### src/rtl/lsu_ctrl_pkg.sv
// Shared types, FSM encodings and access-size helpers for the load/store unit.
// Encodings follow the pipeline's load-type and store-size bus formats.
package lsu_ctrl_pkg;

    localparam logic [1:0] LSU_IDLE = 2'd0;
    localparam logic [1:0] LSU_REQ  = 2'd1;
    localparam logic [1:0] LSU_WAIT = 2'd2;
    localparam logic [1:0] LSU_DONE = 2'd3;

    typedef enum logic [2:0] {
        LT_NONE = 3'b000,
        LT_LB   = 3'b001,
        LT_LH   = 3'b010,
        LT_LW   = 3'b011,
        LT_LD   = 3'b100,
        LT_LBU  = 3'b101,
        LT_LHU  = 3'b110,
        LT_LWU  = 3'b111
    } load_type_e;

    typedef enum logic [1:0] {
        SS_B = 2'b00,
        SS_H = 2'b01,
        SS_W = 2'b10,
        SS_D = 2'b11
    } store_size_e;

    // log2 of the access size in bytes, shared by loads and stores
    function automatic logic [1:0] access_log2(input logic we, input logic [2:0] lt,
                                               input logic [1:0] sz);
        logic [1:0] r;
        r = 2'd3;
        if (we) begin
            r = sz;
        end else begin
            case (lt)
                LT_LB, LT_LBU: r = 2'd0;
                LT_LH, LT_LHU: r = 2'd1;
                LT_LW, LT_LWU: r = 2'd2;
                default:       r = 2'd3;
            endcase
        end
        return r;
    endfunction

    function automatic logic is_misaligned(input logic [2:0] a, input logic [1:0] log2sz);
        logic r;
        case (log2sz)
            2'd0:    r = 1'b0;
            2'd1:    r = a[0];
            2'd2:    r = |a[1:0];
            default: r = |a[2:0];
        endcase
        return r;
    endfunction

    function automatic logic [7:0] strb_base(input logic [1:0] sz);
        logic [7:0] r;
        case (sz)
            SS_B:    r = 8'h01;
            SS_H:    r = 8'h03;
            SS_W:    r = 8'h0F;
            default: r = 8'hFF;
        endcase
        return r;
    endfunction

endpackage

### src/rtl/lsu_ctrl_if.sv
// Single valid/ready data-bus port between the LSU (master) and memory (slave).
interface lsu_ctrl_if;
    logic        bus_req_valid;
    logic        bus_req_ready;
    logic [63:0] bus_addr;
    logic        bus_we;
    logic [63:0] bus_wdata;
    logic [7:0]  bus_wstrb;
    logic        bus_resp_valid;
    logic [63:0] bus_rdata;
    logic        bus_resp_err;

    modport master (
        output bus_req_valid, bus_addr, bus_we, bus_wdata, bus_wstrb,
        input  bus_req_ready, bus_resp_valid, bus_rdata, bus_resp_err
    );

    modport slave (
        input  bus_req_valid, bus_addr, bus_we, bus_wdata, bus_wstrb,
        output bus_req_ready, bus_resp_valid, bus_rdata, bus_resp_err
    );
endinterface

### src/rtl/lsu_load_ext.sv
// Combinational load alignment: shift the bus beat down to the addressed byte,
// mask to the access width and sign- or zero-extend.
module lsu_load_ext
    import lsu_ctrl_pkg::*;
(
    input  logic [2:0]  addr_low,
    input  logic [2:0]  load_type,
    input  logic [63:0] rdata,
    output logic [63:0] result
);

    logic [63:0] shifted;
    logic [63:0] mask;
    logic [63:0] pre;
    logic        is_signed;
    logic        top_bit;

    always_comb begin
        shifted   = rdata >> {addr_low, 3'b000};
        mask      = 64'd0;
        is_signed = 1'b0;
        case (load_type)
            LT_LB:   begin mask = 64'h0000_0000_0000_00FF; is_signed = 1'b1; end
            LT_LH:   begin mask = 64'h0000_0000_0000_FFFF; is_signed = 1'b1; end
            LT_LW:   begin mask = 64'h0000_0000_FFFF_FFFF; is_signed = 1'b1; end
            LT_LD:   mask = 64'hFFFF_FFFF_FFFF_FFFF;
            LT_LBU:  mask = 64'h0000_0000_0000_00FF;
            LT_LHU:  mask = 64'h0000_0000_0000_FFFF;
            LT_LWU:  mask = 64'h0000_0000_FFFF_FFFF;
            default: mask = 64'd0;
        endcase
        pre = shifted & mask;
        case (load_type)
            LT_LB:   top_bit = pre[7];
            LT_LH:   top_bit = pre[15];
            LT_LW:   top_bit = pre[31];
            default: top_bit = 1'b0;
        endcase
        result = (is_signed && top_bit) ? (pre | ~mask) : pre;
    end

endmodule

### src/rtl/lsu_ctrl.sv
// MEM-stage load/store controller: one outstanding access, pipeline stall,
// store byte-lane generation, response timeout and load extension.
module lsu_ctrl
    import lsu_ctrl_pkg::*;
#(
    parameter int TO_W   = 8,
    parameter int TO_MAX = 200
) (
    input  logic        clk,
    input  logic        rst_n,
    input  logic        req_valid,
    input  logic        req_we,
    input  logic [63:0] req_addr,
    input  logic [2:0]  req_load_type,
    input  logic [1:0]  req_store_size,
    input  logic [63:0] req_wdata,
    output logic        req_ready,
    output logic        stall,
    output logic        resp_valid,
    output logic [63:0] resp_rdata,
    output logic        resp_err,
    lsu_ctrl_if.master  bus
);

    localparam logic [TO_W-1:0] TO_LIMIT = TO_W'(TO_MAX);

    logic [1:0]      state_q, state_d;
    logic            we_q, we_d;
    logic [63:0]     addr_q, addr_d;
    logic [2:0]      ltype_q, ltype_d;
    logic [1:0]      size_q, size_d;
    logic [63:0]     wdata_q, wdata_d;
    logic [63:0]     rdata_q, rdata_d;
    logic            err_q, err_d;
    logic [TO_W-1:0] cnt_q, cnt_d;
    logic [63:0]     ext_data;

    always_comb begin
        state_d = state_q;
        we_d    = we_q;
        addr_d  = addr_q;
        ltype_d = ltype_q;
        size_d  = size_q;
        wdata_d = wdata_q;
        rdata_d = rdata_q;
        err_d   = err_q;
        cnt_d   = cnt_q;
        case (state_q)
            LSU_IDLE: begin
                if (req_valid) begin
                    we_d    = req_we;
                    addr_d  = req_addr;
                    ltype_d = req_load_type;
                    size_d  = req_store_size;
                    wdata_d = req_wdata;
                    rdata_d = 64'd0;
                    err_d   = 1'b0;
                    cnt_d   = '0;
                    // a load of type 000 completes as an error-free no-op
                    if (!req_we && req_load_type == LT_NONE) begin
                        state_d = LSU_DONE;
                    end else if (is_misaligned(req_addr[2:0],
                                 access_log2(req_we, req_load_type, req_store_size))) begin
                        state_d = LSU_DONE;
                        err_d   = 1'b1;
                    end else begin
                        state_d = LSU_REQ;
                    end
                end
            end
            LSU_REQ: begin
                if (bus.bus_req_ready) begin
                    state_d = LSU_WAIT;
                    cnt_d   = '0;
                end
            end
            LSU_WAIT: begin
                if (bus.bus_resp_valid) begin
                    state_d = LSU_DONE;
                    err_d   = bus.bus_resp_err;
                    if (!we_q) begin
                        rdata_d = bus.bus_rdata;
                    end
                end else if (cnt_q == TO_LIMIT) begin
                    state_d = LSU_DONE;
                    err_d   = 1'b1;
                end else begin
                    cnt_d = cnt_q + 1'b1;
                end
            end
            default: begin
                state_d = LSU_IDLE;
            end
        endcase
    end

    always_ff @(posedge clk or negedge rst_n) begin
        if (!rst_n) begin
            state_q <= LSU_IDLE;
            we_q    <= 1'b0;
            addr_q  <= 64'd0;
            ltype_q <= 3'd0;
            size_q  <= 2'd0;
            wdata_q <= 64'd0;
            rdata_q <= 64'd0;
            err_q   <= 1'b0;
            cnt_q   <= '0;
        end else begin
            state_q <= state_d;
            we_q    <= we_d;
            addr_q  <= addr_d;
            ltype_q <= ltype_d;
            size_q  <= size_d;
            wdata_q <= wdata_d;
            rdata_q <= rdata_d;
            err_q   <= err_d;
            cnt_q   <= cnt_d;
        end
    end

    lsu_load_ext u_load_ext (
        .addr_low  (addr_q[2:0]),
        .load_type (ltype_q),
        .rdata     (rdata_q),
        .result    (ext_data)
    );

    assign req_ready  = (state_q == LSU_IDLE);
    assign stall      = ((state_q == LSU_IDLE) && req_valid) ||
                        (state_q == LSU_REQ) || (state_q == LSU_WAIT);
    assign resp_valid = (state_q == LSU_DONE);
    assign resp_err   = (state_q == LSU_DONE) && err_q;
    assign resp_rdata = ((state_q == LSU_DONE) && !we_q && !err_q) ? ext_data : 64'd0;

    // write lanes are decoded from the latched store only; loads drive zero lanes
    assign bus.bus_req_valid = (state_q == LSU_REQ);
    assign bus.bus_addr      = {addr_q[63:3], 3'b000};
    assign bus.bus_we        = we_q;
    assign bus.bus_wdata     = we_q ? (wdata_q << {addr_q[2:0], 3'b000}) : 64'd0;
    assign bus.bus_wstrb     = we_q ? (strb_base(size_q) << addr_q[2:0]) : 8'd0;

endmodule

### src/flat_wrapper.sv
// flat-port wrapper written by rule: the top's interface ports become plain ports
module lsu_ctrl_flat import lsu_ctrl_pkg::*;
#(
    parameter int TO_W   = 8,
    parameter int TO_MAX = 200
)
  (clk, rst_n, req_valid, req_we, req_addr, req_load_type, req_store_size, req_wdata, req_ready, stall, resp_valid, resp_rdata, resp_err, bus_bus_req_valid, bus_bus_addr, bus_bus_we, bus_bus_wdata, bus_bus_wstrb, bus_bus_req_ready, bus_bus_resp_valid, bus_bus_rdata, bus_bus_resp_err);
  lsu_ctrl_if bus_i ();
  input  logic clk;
  input  logic rst_n;
  input  logic req_valid;
  input  logic req_we;
  input  logic [63:0] req_addr;
  input  logic [2:0] req_load_type;
  input  logic [1:0] req_store_size;
  input  logic [63:0] req_wdata;
  output logic req_ready;
  output logic stall;
  output logic resp_valid;
  output logic [63:0] resp_rdata;
  output logic resp_err;
  output wire logic [$bits(bus_i.bus_req_valid)-1:0] bus_bus_req_valid;
  output wire logic [$bits(bus_i.bus_addr)-1:0] bus_bus_addr;
  output wire logic [$bits(bus_i.bus_we)-1:0] bus_bus_we;
  output wire logic [$bits(bus_i.bus_wdata)-1:0] bus_bus_wdata;
  output wire logic [$bits(bus_i.bus_wstrb)-1:0] bus_bus_wstrb;
  input wire logic [$bits(bus_i.bus_req_ready)-1:0] bus_bus_req_ready;
  input wire logic [$bits(bus_i.bus_resp_valid)-1:0] bus_bus_resp_valid;
  input wire logic [$bits(bus_i.bus_rdata)-1:0] bus_bus_rdata;
  input wire logic [$bits(bus_i.bus_resp_err)-1:0] bus_bus_resp_err;
  assign bus_bus_req_valid = bus_i.bus_req_valid;
  assign bus_bus_addr = bus_i.bus_addr;
  assign bus_bus_we = bus_i.bus_we;
  assign bus_bus_wdata = bus_i.bus_wdata;
  assign bus_bus_wstrb = bus_i.bus_wstrb;
  assign bus_i.bus_req_ready = bus_bus_req_ready;
  assign bus_i.bus_resp_valid = bus_bus_resp_valid;
  assign bus_i.bus_rdata = bus_bus_rdata;
  assign bus_i.bus_resp_err = bus_bus_resp_err;
  lsu_ctrl #(.TO_W(TO_W), .TO_MAX(TO_MAX)) u_core (.clk(clk), .rst_n(rst_n), .req_valid(req_valid), .req_we(req_we), .req_addr(req_addr), .req_load_type(req_load_type), .req_store_size(req_store_size), .req_wdata(req_wdata), .req_ready(req_ready), .stall(stall), .resp_valid(resp_valid), .resp_rdata(resp_rdata), .resp_err(resp_err), .bus(bus_i));
endmodule
### config.mk
export PLATFORM = sky130hd
export DESIGN_NAME = lsu_ctrl_flat
export DESIGN_NICKNAME = d
export VERILOG_FILES = /design/src/rtl/lsu_ctrl_pkg.sv /design/src/rtl/lsu_ctrl_if.sv /design/src/rtl/lsu_load_ext.sv /design/src/rtl/lsu_ctrl.sv /design/src/flat_wrapper.sv
export SDC_FILE = /design/constraint.sdc
export NUM_CORES = 1
export LEC_CHECK = 0
export CORE_MARGIN = 2
export CORE_UTILIZATION = 44
export DETAILED_ROUTE_END_ITERATION = 6
export MAX_ROUTING_LAYER = met4
export PLACE_DENSITY_LB_ADDON = 0.3
export SLEW_MARGIN = 10
export SYNTH_ARGS = -nofsm -noshare
export SYNTH_HDL_FRONTEND = slang
export SYNTH_HIERARCHICAL = 1
export SYNTH_SLANG_ARGS = --single-unit
### constraint.sdc
create_clock -name clk -period 2.6 [get_ports clk]
set_clock_uncertainty 0.05 [all_clocks]
set_input_delay 0.65 -clock clk [delete_from_list [all_inputs] [get_ports clk]]
set_output_delay 0.65 -clock clk [all_outputs]
set_load 0.02 [all_outputs]
**Word-level counts from Yosys, hierarchy flattened**

Index checks and enable logic that the tools add are counted.
W data, S select, Z words.

- Register bits: 209
- Output and inout port bits: 206
- Logic and storage cells: 114

- Add/sub/neg operators: 1
- Equal/unequal tests: 28
- Shift operators: 3
- Multiplexer cells: 39
- Bitwise operators: 3
- Reduce and logical (&&, ||, !) cells: 31

Operator list:

| operator | number |
|---|---|
| $mux W64 | 6 |
| $pmux W64 S4 | 1 |
| $pmux W64 S2 | 1 |
| $and A64 B64 Y64 | 1 |
| $not A64 Y64 | 1 |
| $or A64 B64 Y64 | 1 |
| $shl A64 B6 Y64 | 1 |
| $shr A64 B6 Y64 | 1 |
| $pmux W8 S3 | 2 |
| $mux W8 | 5 |
| $eq A3 B3 Y1 const B | 7 |
| $mux W2 | 10 |
| $reduce_or A2 Y1 | 7 |
| $eq A3 B2 Y1 const B | 4 |
| $pmux W2 S3 | 2 |
| $ne A2 B2 Y1 const B | 5 |
| $mux W1 | 9 |
| $add A8 B1 Y8 const B | 1 |
| $eq A2 B2 Y1 const B | 4 |
| $eq A8 B8 Y1 const B | 1 |
| $shl A8 B3 Y8 | 1 |
| $eq A2 B1 Y1 const B | 3 |
| $eq A3 B1 Y1 const B | 2 |
| $logic_and A1 B1 Y1 | 6 |
| other kinds (15) | 23 |

**Longest topological paths before layout**

- Word-level depth: 16
- Mapped depth: 10
- Depth with buffers taken out: 6

**By module**

The synthesis kept the hierarchy.

Modules (own cells, without submodules):

| module | instances | cells each | area an instance (um^2) |
|---|---|---|---|
| lsu_ctrl | 1 | 1101 | 11502.3 |
| lsu_load_ext | 1 | 302 | 2397.3 |

**Least setup slack after synthesis**

No wires, ideal clock.

- Path kind: reg2out
- From: register u_core.addr_q[1]
- To: output resp_rdata[48]
- Arrival time: 1.965 ns
- Setup slack: -0.065 ns
- Cell stages (with the launch flop): 9
- Cells stage by stage: dfrtp_1 -> buf_6 -> mux2_1 -> mux4_2 -> nand4_2 -> buf_6 -> buf_6 -> nand4_1 -> and2_1

- Word-level cells in the longest chain between the ends: 6

Ends and longest elaborated chain:

| what | line | RTL |
|---|---|---|
| start, declared | lsu_ctrl.sv:29 | `logic [63:0] addr_q, addr_d;` |
| start signal, assigned | lsu_ctrl.sv:111 | `addr_q <= addr_d;` |
| $shr A64 B6 Y64 * | lsu_load_ext.sv:19 | `shifted = rdata >> {addr_low, 3'b000};` |
| $and A64 B64 Y64 * | lsu_load_ext.sv:32 | `pre = shifted & mask;` |
| $pmux W1 S3 | lsu_load_ext.sv:33 | `case (load_type)` |
| $logic_and A1 B1 Y1 | lsu_load_ext.sv:39 | `result = (is_signed && top_bit) ? (pre \| ~mask) : pre;` |
| $mux W64 * | lsu_load_ext.sv:39 |  |
| via u_core.ext_data[48] | lsu_ctrl.sv:36 | `logic [63:0] ext_data;` |
| $mux W64 * | lsu_ctrl.sv:133 | `assign resp_rdata = ((state_q == LSU_DONE) && !we_q && !err_q) ? ext_data : 64'd0;` |
| end, declared | flat_wrapper.sv:20 | `output logic [63:0] resp_rdata;` |

The timed path passes the listed nets; every way through them passes the cells marked *.

**Worst setup path after layout**

- From: register u_core.addr_q[1]
- To: output resp_rdata[47]

The elaborated chain is that of the path after synthesis.

==> impl_results.md <==
* Status: finished with violations
* Failing checks: setup timing
* Sw Share at 0.4185
* Most Crowded Layer GR: met2
* Synthesized instance count at 1,403
* Routed wire per std cell at 22.14 µm
* Fill cell count at 2,271
* Final wirelength at approximately 52 mm
* Die Area at 0.03303 mm²
* Row count at 65
* Final hold violations at 0
* Commonest cells after routing, fill and taps aside: clkdlybuf4s50_1 (264), nand2_1 (211), dfrtp_1 (206)
* Worst-case reg-to-reg path depth at 6
* All-Layer GR Usage at 0.3028
* Layout Utilization at 0.6997
* Unrepaired setup endpoints after global routing: yes
* Most common cell after layout, fill and taps aside: clkdlybuf4s50_1
* Min Tclk post-route at between 3 and 4 ns
* Top-area cell type share of the netlist area at 0.3763
* Placer Congestion at 0.9346
* Worst-margin pin slew at 0.8784 ns
* Max-cap check violation count at 0
* Initial Utilization at 0.4439
* LEAKAGE at 9.617 nW
* Top Ports at approximately 400
* Internal power at 17.58 mW
* PD cells at 1380 mW/mm²
* Insertion delay to the later sink of the worst-skew pair at 0.53 ns
* Post-DP HPWL at between 30 and 40 mm
* Initial antenna violation count at 11
* Sequential share of power at 0.210
* TritonCTS clock tree: yes
* Critical Path RT at ~1.9 ns
* DRC Markers at 0
* Routed via count at 13,090
* I/O Buffers at 406
* Final net count at 2,122
* 1st-iter DRT viols at approximately 940
* Slew HR at 0.4144
* RR Startpoint: u_core/state_q[1]$_DFFE_PN0P_
* Clock Power Share at 0.129
* Synth Register Bits at between 200 and 250
* Power after layout at a little over 30 mW
* Fmax at 0.2918 GHz
* Met2 Use GR at 0.5203
* Area grow syn2layout at 57.63%
* Asr flop ratio synth at 1.000
* Type of the worst setup path: reg -> out
* Setup slack, reg-to-reg at 0.45 ns
* Hold Path Class: reg -> reg
* Share of layout cells above drive strength 1 at 0.4190
* Total negative slack at -79.35 ns
* Cell variety after synth at 60
* Crit. End Element: output port
* Final setup vio count at 136
* Vias in the first global route at 13,380
* Grt met1 use at 0.3426
* GR Util met3 at 0.06879
* Fin worst setup slack at -0.8265 ns
* Yosys warning total at 6
* Largest cells by area after synthesis: dfrtp_1 (38%), mux2_2 (12%), mux4_2 (8.7%), nand2_1 (6.0%), mux2i_1 (5.6%)
* Worst-path clk slew at approximately 0.070 ns
* Total CTS buffers at 26
* EDFF count, synth at 0
* Detail Route Antenna Nets at 0
* Final period utilization at 1.318
* Top_reg_cell synth: dfrtp_1
* Arrival time at the worst endpoint at between 2 and 3 ns
* Core area at 0.03131 mm²
* Pin count of the biggest net entering global routing at 66
* Post-synth top area cell: dfrtp_1
* Mean Syn Cell Area at 9.907 µm²
* Remaining Overflow, GRT at 0
* Crit path max fanout at 9
* Psw at 12.65 mW
* Vias per inst at 5.595
* Pre-antenna DRT Iters at 5
* Peak VDD IR at 931.8 µV
* Clock Sinks at 209
* Die X at 181.7 µm
* Crit path to: resp_rdata[47]
* Global-route wire length before repair at 75.85 mm
* H-tree levels at 1
* Chip height at about 180 µm
* Crit path launch type: register
* Critical R2R Capture: u_core/cnt_q[4]$_DFFE_PN0P_
* Mapped Area at around 0.014 mm²
* Critical path launch point: u_core/addr_q[1]$_DFFE_PN0P_
* Seq/Total Area, Yosys at 0.3763
* Clock tree buffer depth at 3
* Combinational Power Share at 0.661
* Slew Viols, Final at 0
* Root Driver: clkbuf_16
-- critical path, cell delays in order, from the launching register on --
cell     delay (ns)
dfrtp_4        0.52
mux2_4         0.32
mux4_2         0.53
nand4_4        0.16
buf_4          0.15
buf_12         0.11
nand4_1        0.09
and2_1         0.15
buf_2          0.15
-- registers in the layout, indices dropped and copies added, names as in the netlist --
| signal | cells |
|---|---|
| u_core/addr_q | 64 |
| u_core/rdata_q | 64 |
| u_core/wdata_q | 64 |
| u_core/cnt_q | 8 |
| u_core/ltype_q | 3 |
| u_core/size_q | 2 |
| u_core/state_q | 2 |
| u_core/bus.bus_we | 1 |
| u_core/err_q | 1 |
-- cell usage after synthesis, drive strengths merged, types with 2 or more instances --
cell type / count
a2111oi: 2
a211oi: 4
a21boi: 9
a21o: 2
a21oi: 24
a22o: 2
a2bb2oi: 9
a311oi: 2
a31oi: 2
a32o: 8
a32oi: 2
and2: 90
and4: 2
buf: 127
clkbuf: 59
dfrtp: 209
ha: 9
inv: 15
mux2: 153
mux2i: 78
mux4: 54
nand2: 221
nand2b: 13
nand3: 15
nand4: 34
nor2: 46
nor2b: 19
nor3: 16
nor3b: 3
nor4: 3
o211ai: 20
o21ai: 109
o2bb2ai: 9
o31ai: 3
or2: 3
or2b: 2
or3: 9
or4: 4
-- power groups by stage --
stage               clock network (mW)  registers, mW  logic (mW)
floorplan                            0           5.71        10.5
global placement                     0           6.17        16.3
detailed placement                   0           6.27        16.5
CTS                               3.95           6.25        17.9
global route                      4.10           6.48        21.2
finish                            3.90           6.34        20.0
-- cell type report --
cell class	count	area, µm²	share of cell area
sequential	209	5239	0.2391
timing repair buffer	662	6818	0.3112
multi-input combinational	994	8346	0.3809
tap	402	503.0	0.02296
clock inverter	7	140.1	0.006396
antenna	11	27.53	0.001256
clock buffer	38	777.0	0.03546
inverter	16	60.06	0.002741
-- logic make-up after synthesis --
family                     Yosys count  share of synthesized area
and+or+nand+nor                    484                     0.1716
muxes                              285                     0.2676
AOI/OAI and AO/OA                  213                    0.09497
DFF                                209                     0.3763
buffers and inverters              202                    0.08119
adders and majority gates            9                   0.008102
other                                1                  0.0002698
-- per-stage QoR --
step                worst slack, ns  hold WS [ns]  instance area, µm²  std cells
floorplan                  0.002494        0.3044               13990       1405
finish                      -0.8265        0.4491               21910       2339
CTS                         -0.8024        0.4535               20700       2284
global placement            -0.5602        0.4200               19040       2201
detailed placement          -0.5751        0.4372               19040       2201
global route                -0.8800        0.4649               21910       2339
-- worst min-delay path by stage --
| stage | start | to | slack (ns) | cells past startpoint |
|---|---|---|---|---|
| after floorplan | rst_n | u_core/addr_q[0]$_DFFE_PN0P_ | 0.30 | 0 |
| after global placement | u_core/rdata_q[7]$_DFFE_PN0P_ | u_core/rdata_q[7]$_DFFE_PN0P_ | 0.42 | 2 |
| after detailed placement | u_core/rdata_q[4]$_DFFE_PN0P_ | u_core/rdata_q[4]$_DFFE_PN0P_ | 0.44 | 2 |
| after CTS | u_core/rdata_q[4]$_DFFE_PN0P_ | u_core/rdata_q[4]$_DFFE_PN0P_ | 0.45 | 2 |
| after global routing | u_core/addr_q[48]$_DFFE_PN0P_ | u_core/addr_q[48]$_DFFE_PN0P_ | 0.46 | 1 |
| final | u_core/rdata_q[4]$_DFFE_PN0P_ | u_core/rdata_q[4]$_DFFE_PN0P_ | 0.45 | 2 |
-- per-layer routing --
metal | vias to the layer above | routed length, µm
li1 | 5940 | -
met1 | 6436 | 19210
met2 | 588 | 26180
met3 | 122 | 4034
met4 | 0 | 2355
met5 | - | 0
-- what timing repair did --
action | CTS | global route
setup buffers | 29 | 42
hold endpoints to repair | 46 | 0
pin swaps | 32 | 70
setup endpoints to repair | 140 | 138
resized for setup | 737 | 275
gates cloned | 10 | 9
hold buffers | 1 | 0
No activity file was read; power rests on OpenSTA's default activity.
